### src/rtl/param_report_arbiter.sv
`default_nettype none
// ============================================================================
//  Module   : param_report_arbiter
//  Purpose  : Round-robin arbiter that serialises one requester's X/Y/Z
//             parameter report as three valid/ready beats on a shared channel.
//  Revision : 1.0  initial release
// ============================================================================
module param_report_arbiter #(
    parameter  int NUM_REQ   = 4,
    parameter  int VAL_W     = 32,
    parameter  int Z_DEFAULT = 4,
    localparam int ID_W      = (NUM_REQ > 1) ? $clog2(NUM_REQ) : 1
) (
    input  logic                     clk,
    input  logic                     rst_n,
    input  logic [NUM_REQ-1:0]       req,
    input  logic [NUM_REQ*VAL_W-1:0] x_val,
    input  logic [NUM_REQ*VAL_W-1:0] y_val,
    input  logic [NUM_REQ*VAL_W-1:0] z_val,
    input  logic [NUM_REQ-1:0]       z_sup,
    output logic [NUM_REQ-1:0]       ack,
    output logic                     out_valid,
    input  logic                     out_ready,
    output logic [VAL_W-1:0]         out_data,
    output logic [1:0]               out_field,
    output logic [ID_W-1:0]          out_id,
    output logic                     out_last,
    output logic                     busy
);

    localparam logic [VAL_W-1:0] c_z_default = VAL_W'(Z_DEFAULT);
    localparam logic [ID_W-1:0]  c_last_idx  = ID_W'(NUM_REQ - 1);

    typedef enum logic [1:0] {
        IDLE   = 2'd0,
        SEND_X = 2'd1,
        SEND_Y = 2'd2,
        SEND_Z = 2'd3
    } state_t;

    state_t             r_state;
    logic [ID_W-1:0]    r_rr_ptr;
    logic [VAL_W-1:0]   r_y;
    logic [VAL_W-1:0]   r_z;

    logic               w_found;
    logic [ID_W-1:0]    w_winner;
    logic [ID_W-1:0]    w_next_ptr;
    logic [VAL_W-1:0]   w_x;
    logic [VAL_W-1:0]   w_y;
    logic [VAL_W-1:0]   w_z;
    logic               w_hs;
    int                 w_dist;
    int                 w_best;

    // Winner is the set request at the smallest circular distance from rr_ptr.
    always_comb begin
        w_found  = 1'b0;
        w_winner = '0;
        w_best   = 0;
        w_dist   = 0;
        for (int i = 0; i < NUM_REQ; i++) begin
            w_dist = i - int'(r_rr_ptr);
            if (w_dist < 0) begin
                w_dist = w_dist + NUM_REQ;
            end
            if (req[i] && (!w_found || (w_dist < w_best))) begin
                w_found  = 1'b1;
                w_best   = w_dist;
                w_winner = ID_W'(i);
            end
        end
    end

    always_comb begin
        w_x = '0;
        w_y = '0;
        w_z = '0;
        for (int i = 0; i < NUM_REQ; i++) begin
            if (w_winner == ID_W'(i)) begin
                w_x = x_val[i*VAL_W +: VAL_W];
                w_y = y_val[i*VAL_W +: VAL_W];
                w_z = z_sup[i] ? z_val[i*VAL_W +: VAL_W] : c_z_default;
            end
        end
    end

    assign w_next_ptr = (w_winner == c_last_idx) ? '0 : (w_winner + ID_W'(1));
    assign w_hs       = out_valid & out_ready;
    assign busy       = (r_state != IDLE);

    // X goes straight to out_data at grant; Y and Z wait in holding registers.
    always_ff @(posedge clk) begin
        if (!rst_n) begin
            r_state   <= IDLE;
            r_rr_ptr  <= '0;
            r_y       <= '0;
            r_z       <= '0;
            out_valid <= 1'b0;
            out_data  <= '0;
            out_field <= 2'd0;
            out_id    <= '0;
            out_last  <= 1'b0;
        end else begin
            case (r_state)
                IDLE: begin
                    if (w_found) begin
                        r_state   <= SEND_X;
                        r_rr_ptr  <= w_next_ptr;
                        r_y       <= w_y;
                        r_z       <= w_z;
                        out_valid <= 1'b1;
                        out_data  <= w_x;
                        out_field <= 2'd0;
                        out_id    <= w_winner;
                        out_last  <= 1'b0;
                    end
                end
                SEND_X: begin
                    if (w_hs) begin
                        r_state   <= SEND_Y;
                        out_data  <= r_y;
                        out_field <= 2'd1;
                    end
                end
                SEND_Y: begin
                    if (w_hs) begin
                        r_state   <= SEND_Z;
                        out_data  <= r_z;
                        out_field <= 2'd2;
                        out_last  <= 1'b1;
                    end
                end
                SEND_Z: begin
                    if (w_hs) begin
                        r_state   <= IDLE;
                        out_valid <= 1'b0;
                        out_last  <= 1'b0;
                    end
                end
                default: begin
                    r_state   <= IDLE;
                    out_valid <= 1'b0;
                    out_last  <= 1'b0;
                end
            endcase
        end
    end

    generate
        for (genvar g = 0; g < NUM_REQ; g++) begin : g_ack
            assign ack[g] = w_hs & out_last & (out_id == ID_W'(g));
        end
    endgenerate

endmodule
`default_nettype wire

### config.mk
export PLATFORM = sky130hd
export DESIGN_NAME = param_report_arbiter
export DESIGN_NICKNAME = d
export VERILOG_FILES = /design/src/rtl/param_report_arbiter.sv
export SDC_FILE = /design/constraint.sdc
export NUM_CORES = 1
export LEC_CHECK = 0
export ABC_AREA = 1
export ABC_CLOCK_PERIOD_IN_PS = 4150
export BUFFER_PORTS_ARGS = -buffer_cell sky130_fd_sc_hd__buf_2
export CORE_AREA = 4 4 166 168
export CTS_CLUSTER_DIAMETER = 150
export DETAILED_ROUTE_END_ITERATION = 10
export DIE_AREA = 0 0 170 172
export PLACE_DENSITY = 0.56
export SLEW_MARGIN = 20
export SYNTH_ARGS = -nofsm -noshare
export SYNTH_HDL_FRONTEND = slang
export SYNTH_SLANG_ARGS = --single-unit
### constraint.sdc
create_clock -name clk -period 4.15 [get_ports clk]
set_input_delay 0.83 -clock clk [delete_from_list [all_inputs] [get_ports clk]]
set_output_delay 0.83 -clock clk [all_outputs]
set_load 0.1 [all_outputs]
==> impl_metrics.json, run 1 <==
{
  "fin_worst_skew_ns": 0.01090,
  "synthTopCellsByArea": "dfxtp_1 28%, nand2_1 17%, a21oi_1 8.6%, o21ai_0 7.6%, nand3_1 7.1%",
  "cp_max_fo": 27,
  "overflow": 0,
  "register_area_um2": 2122,
  "grt_max_degree": 63,
  "synth-compound-area-share": 0.3171,
  "synth_edf_count": 0,
  "synth_ff_type": "dfxtp_1",
  "postCtsSetupBuffers": 0,
  "via_per_inst": 5.154,
  "clk_root_buffer_cell": "clkbuf_16",
  "synth-simple-area-share": 0.2937,
  "cpMostUsedCell": "nand2_1",
  "drc": 0,
  "final-max-slew-violation-count": 0,
  "syn_to_final_growth_pct": 38.62,
  "hold_ws_ns": 0.4663,
  "finalHoldViolCount": 0,
  "yosysTopAreaCellShare": 0.2775,
  "antenna_found_initial": 0,
  "hp-class": "flip-flop to flip-flop",
  "synthXorXnorAreaFrac": 0.001145,
  "rows": 59,
  "path_clk_slew_ns": 0.08,
  "cts_tree": "done",
  "fillCellCount": 2900,
  "cts_buffer_depth": 2,
  "status": "finished clean",
  "ir_worst_vdd_uv": 528.3,
  "rsz0062_at_grt": "false",
  "final_layout_size_suffix_gt1_frac": 0.3408,
  "synth_nets": 1612,
  "wirelength_um": 38320,
  "syn_area_um2": 7646,
  "drtIter0Drc": 743,
  "numCtsBuffers": 9,
  "cts-hold-fix-buffers": 0,
  "io_pins": 438,
  "start_util": 0.2951,
  "die_h_um": 172,
  "grt_pass1_vias": 9721,
  "slew_headroom": 0.4021,
  "io_buffers": 437,
  "setup_violations": 0,
  "gp_congestion": 0.8896,
  "critPathArrivalTime_ns": 4.18,
  "avgSynthCellArea_um2": 6.340,
  "power.density_nw_per_um2": 923.1,
  "multiInputGateArea_um2": 4855,
  "cap_violations": 0,
  "core_um2": 25910,
  "h-tree-depth": 3,
  "synth-adder-area-share": 0.01800,
  "synth_top_cell_by_area": "dfxtp_1",
  "cp_slowest_cell": "o311ai_1",
  "layout.core_utilization": 0.4090,
  "crit_type": "input port to flip-flop",
  "track_usage": 0.2466,
  "diodes": 0,
  "ys_seq_area_frac": 0.2775,
  "synth_cell_types": 38,
  "cts_sinks": 106,
  "worst_slew_pin_slew_ns": 0.8958,
  "leakagePower_nw": 4.948,
  "postSynth.asyncResetShare": 0,
  "dieArea_um2": 29240,
  "netlist_instances": 1206,
  "post-dp-hpwl_um": 30440,
  "antenna_left": 0,
  "grt_pass1_wl_um": 55780,
  "critical_path_required_ns": 4.44,
  "max_freq_ghz": 0.2569,
  "ys_ff_latch": 106,
  "final_nets": 2003,
  "synth_top_family_by_area": "compound AO/OA/AOI/OAI gates",
  "die_w_um": 170,
  "clk_latency_ns": 0.36,
  "min_period_ns": 3.892,
  "crit_path_max_incr_delay_ns": 0.40,
  "yosysWarnings": 0,
  "wl_per_cell_um": 19.78,
  "critPathLaunchType": "input port",
  "synthMuxAreaShare": 0,
  "firstDrtPassIters": 5,
  "end_kind": "flip-flop",
  "vias": 9984,
  "fin_crit_sh": 0.9379
}
==> cell type report <==
class                           count  share of cell area
Multi-Input combinational cell    944              0.4580
Sequential cell                   106              0.2002
Clock buffer                        9             0.02125
Inverter                           42             0.01558
Tap cell                          335             0.03955
Clock inverter                      7            0.007673
Timing Repair Buffer              494              0.2577
==> kinds of logic after synthesis <==
| kind of cell | count (synthesis) |
|---|---|
| AOI/OAI and AO/OA | 391 |
| xor gates and xnor gates | 1 |
| adders and majority gates | 11 |
| buffers and inverters | 156 |
| DFF | 106 |
| and+or+nand+nor | 541 |
==> path summary, 6_finish.rpt <==
| check | slack, ns | cells past startpoint | start | end |
|---|---|---|---|---|
| setup / recovery | 0.26 | 27 | req[0] | out_data[10] |
| hold / removal | 0.47 | 2 | out_data[12] | out_data[12] |
| setup reg to reg | 0.32 | 27 | r_rr_ptr[0] | out_data[10] |
| hold reg to reg | 0.47 | 2 | out_data[12] | out_data[12] |
==> synthesized netlist by cell type, types with 4 or more instances <==
cell type,n
inv_1,37
a22o_1,6
a2111oi_2,15
buf_2,23
a21oi_1,131
a31oi_1,31
nand2_1,342
buf_1,11
buf_6,8
dfxtp_1,106
nor3_1,26
nor2_1,56
a221o_1,5
o21ai_0,116
o31ai_1,14
a221oi_1,22
clkbuf_1,64
ha_1,11
a2111oi_1,6
inv_2,4
o311ai_0,6
o21ai_1,17
buf_4,8
o211ai_1,11
a22oi_1,6
nand3_1,109
==> worst max-delay path: cells and delay by family <==
kind	cells	cell delay [ns]
fa+ha+maj	3	0.72
compound gates	5	0.92
simple gates	14	0.99
buf+inv	5	0.71
==> what timing repair did <==
| action | 4_1_cts | 5_1_grt |
|---|---|---|
| cloned | 0 | 0 |
| resized for setup | 1 | 10 |
| setup endpoints to repair | 1 | 17 |
==> state kept, by name (all words and copies together) (netlist names) <==
signal,cells
r_state,2
out_field,2
r_z,32
out_data,32
r_y,32
out_valid,1
out_last,1
r_rr_ptr,2
out_id,2
==> metal layers <==
layer	wire length, um	track usage
met3	2691	0.04275
met5	0	0
met2	18390	0.4319
met4	551	0.04896
met1	16690	0.3215
==> cell usage in the layout, fill, tap and decap left out, types with 11 or more instances in the layout <==
| master | synthesis | final |
|---|---|---|
| buf_4 | 8 | 47 |
| a221oi_1 | 22 | 22 |
| nor3_1 | 26 | 26 |
| nand2_1 | 342 | 342 |
| nand3_1 | 109 | 109 |
| o211ai_1 | 11 | 11 |
| o31ai_1 | 14 | 14 |
| dfxtp_1 | 106 | 106 |
| a2111oi_2 | 15 | 15 |
| o21ai_0 | 116 | 113 |
| o21ai_1 | 17 | 20 |
| a31oi_1 | 31 | 31 |
| inv_1 | 37 | 36 |
| nor2_1 | 56 | 56 |
| buf_2 | 23 | 437 |
| a21oi_1 | 131 | 131 |
==> stage by stage <==
step	TNS (ns)	worst slack (ns)	cells	instance area (um^2)	power (mW)
floorplan	-0.3239	-0.08096	1206	7646	6.568
global placement	-0.8791	-0.3067	1921	10280	8.801
detailed placement	-2.172	-0.4021	1921	10280	8.865
CTS	0	0.005281	1937	10590	9.803
global route	0	0.002105	1937	10600	10.60
finish	0	0.2577	1937	10600	9.784
==> where the power goes <==
part           internal, mW  switching (mW)  leakage [nW]
sequential             1.39           0.238         0.874
clock                 0.480           0.431         0.153
combinational          2.30            4.94          3.92
No activity file was read; power rests on OpenSTA's default activity.
==> run 2: changes to the inputs <==
ABC_AREA = default   (was 1)
CORE_AREA = 4 4 169 171   (was 4 4 166 168)
DIE_AREA = 0 0 173 175   (was 0 0 170 172)
PLACE_DENSITY = 0.54   (was 0.56)
==> run 2 against run 1 <==
Net effect: clock power up 6.6%; sequential power up 5%; power up 12%; area after synthesis down 2.3%; via count down 4.8%; maximum frequency about the same; highest routed layer unchanged.
==> impl_metrics.json, run 2 <==
{
  "status": "finished clean",
  "ir_worst_vdd_uv": 646.8,
  "h-tree-depth": 3,
  "cts_sinks": 106,
  "path_clk_slew_ns": 0.08,
  "worst_slew_pin_slew_ns": 0.8464,
  "yosysTopAreaCellShare": 0.2840,
  "synth_ff_type": "dfxtp_1",
  "setup_violations": 0,
  "power.share.switching": 0.5187,
  "drtIter0Drc": 715,
  "power.density_nw_per_um2": 1032,
  "antenna_found_initial": 2,
  "rows": 60,
  "ys_seq_area_frac": 0.2840,
  "regToRegStartpoint": "r_rr_ptr[0]",
  "wl_per_cell_um": 20.85,
  "yosysWarnings": 0,
  "numCtsBuffers": 9,
  "crit_type": "input port to flip-flop",
  "register_area_um2": 2122,
  "netlist_instances": 996,
  "cts_buffer_depth": 2,
  "critPathArrivalTime_ns": 4.14,
  "syn_area_um2": 7472,
  "ys_ff_latch": 106,
  "p_clk_frac": 0.089,
  "hold_ws_ns": 0.4654,
  "reg_top3": "out_data x32, r_y x32, r_z x32",
  "hp-class": "flip-flop to flip-flop",
  "postSynth.asyncResetShare": 0,
  "synth_top_cell_by_area": "dfxtp_1",
  "placed_cells": 1702,
  "slew_headroom": 0.4357,
  "avgSynthCellArea_um2": 7.502,
  "multiInputGateArea_um2": 4747,
  "fillCellCount": 2926,
  "via_per_inst": 5.508,
  "grt_pass1_wl_um": 53000,
  "start_util": 0.2780,
  "die_h_um": 175,
  "grt_pass1_vias": 9018,
  "rsz0062_at_grt": "false",
  "die_w_um": 173,
  "p_comb_frac": 0.756,
  "vias": 9502,
  "final_cell_mix": "437 x buf_2, 134 x a21oi_1, 106 x dfxtp_1",
  "internal-power_mw": 5.276,
  "final_layout_size_suffix_gt1_frac": 0.3821,
  "seqPwrFrac": 0.156,
  "track_usage": 0.2190,
  "synth_cell_types": 46,
  "io_pins": 438,
  "gp_congestion": 0.8864,
  "synth_nets": 1402,
  "syn_to_final_growth_pct": 42.11,
  "antenna_left": 0,
  "stdcell_count": 1725,
  "final-max-slew-violation-count": 0,
  "core_um2": 26880,
  "cap_violations": 0,
  "final_nets": 1783,
  "fin_worst_skew_ns": 0.01316,
  "yosysMostFrequentCell": "a21oi_1",
  "timing.critical_path.from": "req[1]",
  "clk_latency_ns": 0.36,
  "end_kind": "flip-flop",
  "overflow": 0,
  "io_buffers": 437,
  "p_switching_mw": 5.685,
  "synth_edf_count": 0,
  "critical_path_required_ns": 4.39,
  "leakagePower_nw": 4.737,
  "min-delay-start": "out_data[10]",
  "p_total_mw": 10.96,
  "min_period_ns": 3.892,
  "cp_max_fo": 7,
  "fin_crit_sh": 0.9379,
  "placed_area_um2": 10210,
  "wirelength_um": 35970,
  "critPathLaunchType": "input port",
  "drc": 0,
  "clk_root_buffer_cell": "clkbuf_16",
  "synthTopCellsByArea": "dfxtp_1 28%, a21oi_1 9.0%, a221oi_1 7.4%, o21ai_0 4.6%, clkbuf_1 4.5%",
  "final_area_um2": 10620,
  "final_common_cell": "buf_2",
  "firstDrtPassIters": 5,
  "cts_tree": "done",
  "grt_max_degree": 79,
  "yosys-top-cells-count": "134 x a21oi_1, 106 x dfxtp_1, 90 x clkbuf_1, 72 x nand2_1, 69 x o21ai_0",
  "cts-hold-fix-buffers": 0,
  "finalHoldViolCount": 0,
  "post-dp-hpwl_um": 27370,
  "max_freq_ghz": 0.2569,
  "dieArea_um2": 30280
}
==> run 2: cell types whose count changed in the layout (fill, tap and decap cells not counted), sizes merged, moves of 22 or more <==
cell,before,now
nor2b,0,33
a211o,0,32
o21ai,135,69
nor3,26,4
a22oi,6,34
nand4b,0,31
a221oi,22,64
a32o,0,32
nand2,345,72
nor2,58,13
and3,0,32
nand3,110,64
==> run 2: critical path: stages <==
cell	delay (ns)
buf_2	0.12
nor3b_1	0.20
a21oi_1	0.09
ha_1	0.29
o22ai_1	0.09
o21ai_2	0.20
nor2_1	0.07
a21o_1	0.15
ha_1	0.26
o32ai_1	0.18
a22oi_2	0.12
and2_1	0.20
buf_4	0.14
ha_4	0.19
buf_4	0.20
buf_4	0.16
a221oi_1	0.25
o31ai_1	0.13
a32o_1	0.25
==> run 2: kinds of logic (layout without fill, tap and decap cells) <==
group | Yosys count | count (layout) | synth area share
AO/OA/AOI/OAI | 445 | 445 | 0.4064
AND/OR/NAND/NOR | 263 | 263 | 0.1932
buffers and inverters | 166 | 552 | 0.09143
flip-flops | 106 | 106 | 0.2840
adder cells (fa/ha/maj) | 11 | 11 | 0.01842
multiplexers | 4 | 4 | 0.005359
XOR/XNOR | 1 | 1 | 0.001172
other | 0 | 2 | 0
==> run 2: layout make-up <==
| type | instances | area share |
|---|---|---|
| clock buffers | 11 | 0.02286 |
| flip-flops and latches | 106 | 0.1998 |
| inverters | 41 | 0.01449 |
| diodes | 2 | 0.0004713 |
| well taps | 341 | 0.04018 |
| multi-input cells | 724 | 0.4470 |
| repair buffers | 495 | 0.2670 |
| clock inverters | 5 | 0.008130 |
==> run 2: routing by layer <==
metal | track usage | vias up | routed length (um)
met4 | 0.04722 | 0 | 425
met3 | 0.04781 | 24 | 2802
met5 | 0 | - | 0
met2 | 0.3542 | 410 | 16550
met1 | 0.3008 | 4489 | 16190
li1 | - | 4579 | -
==> run 2: worst paths after layout <==
kind / to / slack (ns) / cells after the start
worst max-delay path: out_data[0] / 0.26 / 19
worst min-delay path: out_data[10] / 0.47 / 1
worst max register to register: out_data[0] / 0.37 / 19
worst min register to register: out_data[10] / 0.47 / 1
==> run 2: power by group through the flow <==
stage          sequential, mW  clock (mW)  combinational [mW]
3_5_place_dp             1.72           0                8.13
2_1_floorplan            2.36           0                4.91
5_1_grt                  1.74        1.03                9.02
4_1_cts                  1.70       0.992                8.16
6_report                 1.71       0.971                8.28
3_3_place_gp             1.71           0                8.09
==> run 2: timing repair <==
item,CTS,global route
setup endpoints to repair,0,23
buffers inserted,0,5
resized for setup,0,4
==> run 2: metrics by stage <==
stage,setup WS (ns),utilization,setup TNS (ns)
after floorplan,0.0009464,-,0
after global placement,-0.2145,0.3798,-1.445
after detailed placement,-0.2164,0.3798,-2.097
after CTS,0.1424,0.3920,0
after global routing,0.0007536,0.3950,0
final,0.2576,0.3951,0
==> run 3: changes to the inputs <==
CORE_AREA = 4 4 166 168   (was 4 4 169 171)
DIE_AREA = 0 0 170 172   (was 0 0 173 175)
PLACE_DENSITY = 0.56   (was 0.54)
==> run 3 against run 2 <==
Net effect: first-iteration DRC count is 2.2% higher; core utilization is 1.5 points higher; critical path depth is 1 lower; sequential power hardly changed; power is 0.74% lower; cell area stayed put; maximum frequency is 1.1% higher.
==> impl_metrics.json, run 3 (synthesis gave the netlist of run 2 again) <==
{
  "final_nets": 1793,
  "max_freq_ghz": 0.2597,
  "fin_crit_sh": 0.9279,
  "final_layout_size_suffix_gt1_frac": 0.3879,
  "critPathLaunchType": "input port",
  "crit_path_max_incr_delay_ns": 0.31,
  "slew_headroom": 0.4152,
  "reg2reg_slack_ns": 0.37,
  "grt_pass1_wl_um": 51850,
  "hp-class": "flip-flop to flip-flop",
  "io_buffers": 437,
  "placed_cells": 1710,
  "cpMostUsedCell": "ha_1",
  "stdcell_count": 1731,
  "cts_tree": "done",
  "leakagePower_nw": 4.758,
  "track_usage": 0.2271,
  "grt_max_degree": 51,
  "overflow": 0,
  "post-dp-hpwl_um": 28240,
  "clk_root_buffer_cell": "clkbuf_16",
  "layout.core_utilization": 0.4098,
  "syn_to_final_growth_pct": 42.11,
  "worst_path_dominant_cell_family": "compound AO/OA/AOI/OAI gates",
  "critical_path_required_ns": 4.44,
  "critical_path_buf_inv_count": 2,
  "rsz0062_at_grt": "false",
  "cts_buffer_depth": 2,
  "min_period_ns": 3.851,
  "setup_violations": 0,
  "clk_latency_ns": 0.36,
  "hold_ws_ns": 0.4621,
  "io_pins": 438,
  "die_h_um": 172,
  "p_total_mw": 10.88,
  "fin_worst_skew_ns": 0.01395,
  "h-tree-depth": 3,
  "via_per_inst": 5.521,
  "gp_congestion": 0.8461,
  "path_clk_slew_ns": 0.06,
  "final_common_cell": "buf_2",
  "rows": 59,
  "grt_pass1_vias": 9137,
  "cap_violations": 0,
  "crit_chain": "buf_2 > mux2i_1 > a21oi_1 > ha_1 > o22ai_1 > o21ai_1 > nor2_1 > a21o_1 > ha_1 > o32ai_2 > a21boi_1 > and2_1 > ha_1 > nor2b_4 > buf_12 > a221oi_1 > o31ai_1 > a32o_1",
  "reg_top3": "out_data x32, r_y x32, r_z x32",
  "die_w_um": 170,
  "finalHoldViolCount": 0,
  "cp_max_fo": 25,
  "worst_slew_pin_slew_ns": 0.8771,
  "power.density_nw_per_um2": 1025,
  "antenna_left": 0,
  "min-delay-start": "out_data[21]",
  "drc": 0,
  "holdPathStages": 1,
  "ir_worst_vdd_uv": 424.1,
  "wl_per_cell_um": 21.00,
  "timing.rr.end": "out_data[28]",
  "regToRegStartpoint": "r_rr_ptr[1]",
  "critPathArrivalTime_ns": 4.14,
  "cp_slowest_cell": "ha_1",
  "core_um2": 25910,
  "status": "finished clean",
  "cts_sinks": 106,
  "vias": 9556,
  "firstDrtPassIters": 5,
  "worstRegToRegCells": 18,
  "final_cell_mix": "437 x buf_2, 134 x a21oi_1, 105 x dfxtp_1",
  "hold_end": "out_data[21]",
  "dieArea_um2": 29240,
  "drtIter0Drc": 731,
  "postCtsSetupBuffers": 0,
  "start_util": 0.2884,
  "final-max-slew-violation-count": 0,
  "crit_type": "input port to flip-flop",
  "wirelength_um": 36360,
  "antenna_found_initial": 3,
  "end_kind": "flip-flop",
  "numCtsBuffers": 9
}
[run 3: final cells by class]
type                            instances  area (um^2)
Inverter                               41        153.9
Sequential cell                       106         2123
Multi-Input combinational cell        724         4757
Clock buffer                           12        256.5
Timing Repair Buffer                  505         2865
Antenna cell                            4        10.01
Clock inverter                          4        33.78
Tap cell                              335        419.2
Fill cell                            2794        15290
[run 3: routing by layer]
layer,track usage,share of wire
met5,0,0.00058
met4,0.06354,0.018
met3,0.04961,0.078
met2,0.3630,0.46
met1,0.3103,0.45
[run 3: per-stage QoR]
stage / instance area [um^2] / setup WS, ns / TNS, ns
2_1_floorplan: 7477 / 0.0009464 / 0
3_3_place_gp: 10270 / -0.09084 / -0.5120
3_5_place_dp: 10270 / -0.1827 / -3.263
4_1_cts: 10560 / 0.1924 / 0
5_1_grt: 10610 / 0.03093 / 0
6_report: 10620 / 0.2993 / 0
[run 3: worst register-to-register path: cells and delay by family (launching register included)]
kind	cells	cell delay, ns
adders and majority gates	3	0.77
AOI/OAI and AO/OA	9	1.45
buffers and inverters	1	0.22
and+or+nand+nor	5	0.91
DFF	1	0.37
[run 3: worst max-delay path by stage]
stage / endpoint / slack (ns) / from / depth (start not counted)
after CTS: out_data[31] / 0.19 / req[0] / 18
final: out_data[28] / 0.30 / req[0] / 18
after global placement: out_data[31] / -0.09 / req[0] / 18
after global routing: out_data[31] / 0.03 / req[0] / 18
after floorplan: out_data[10] / 0.0009 / req[0] / 20
after detailed placement: out_data[31] / -0.18 / req[0] / 18
[run 3: where the power goes]
group	leakage [nW]	switching [mW]	total [mW]	internal, mW
Combinational	3.75	4.98	8.29	3.30
Clock	0.140	0.419	0.866	0.447
Sequential	0.873	0.297	1.73	1.43
[run 3: what timing repair did]
item,4_1_cts,5_1_grt
resized for setup,0,6
setup endpoints to repair,0,13
hold buffers,0,0
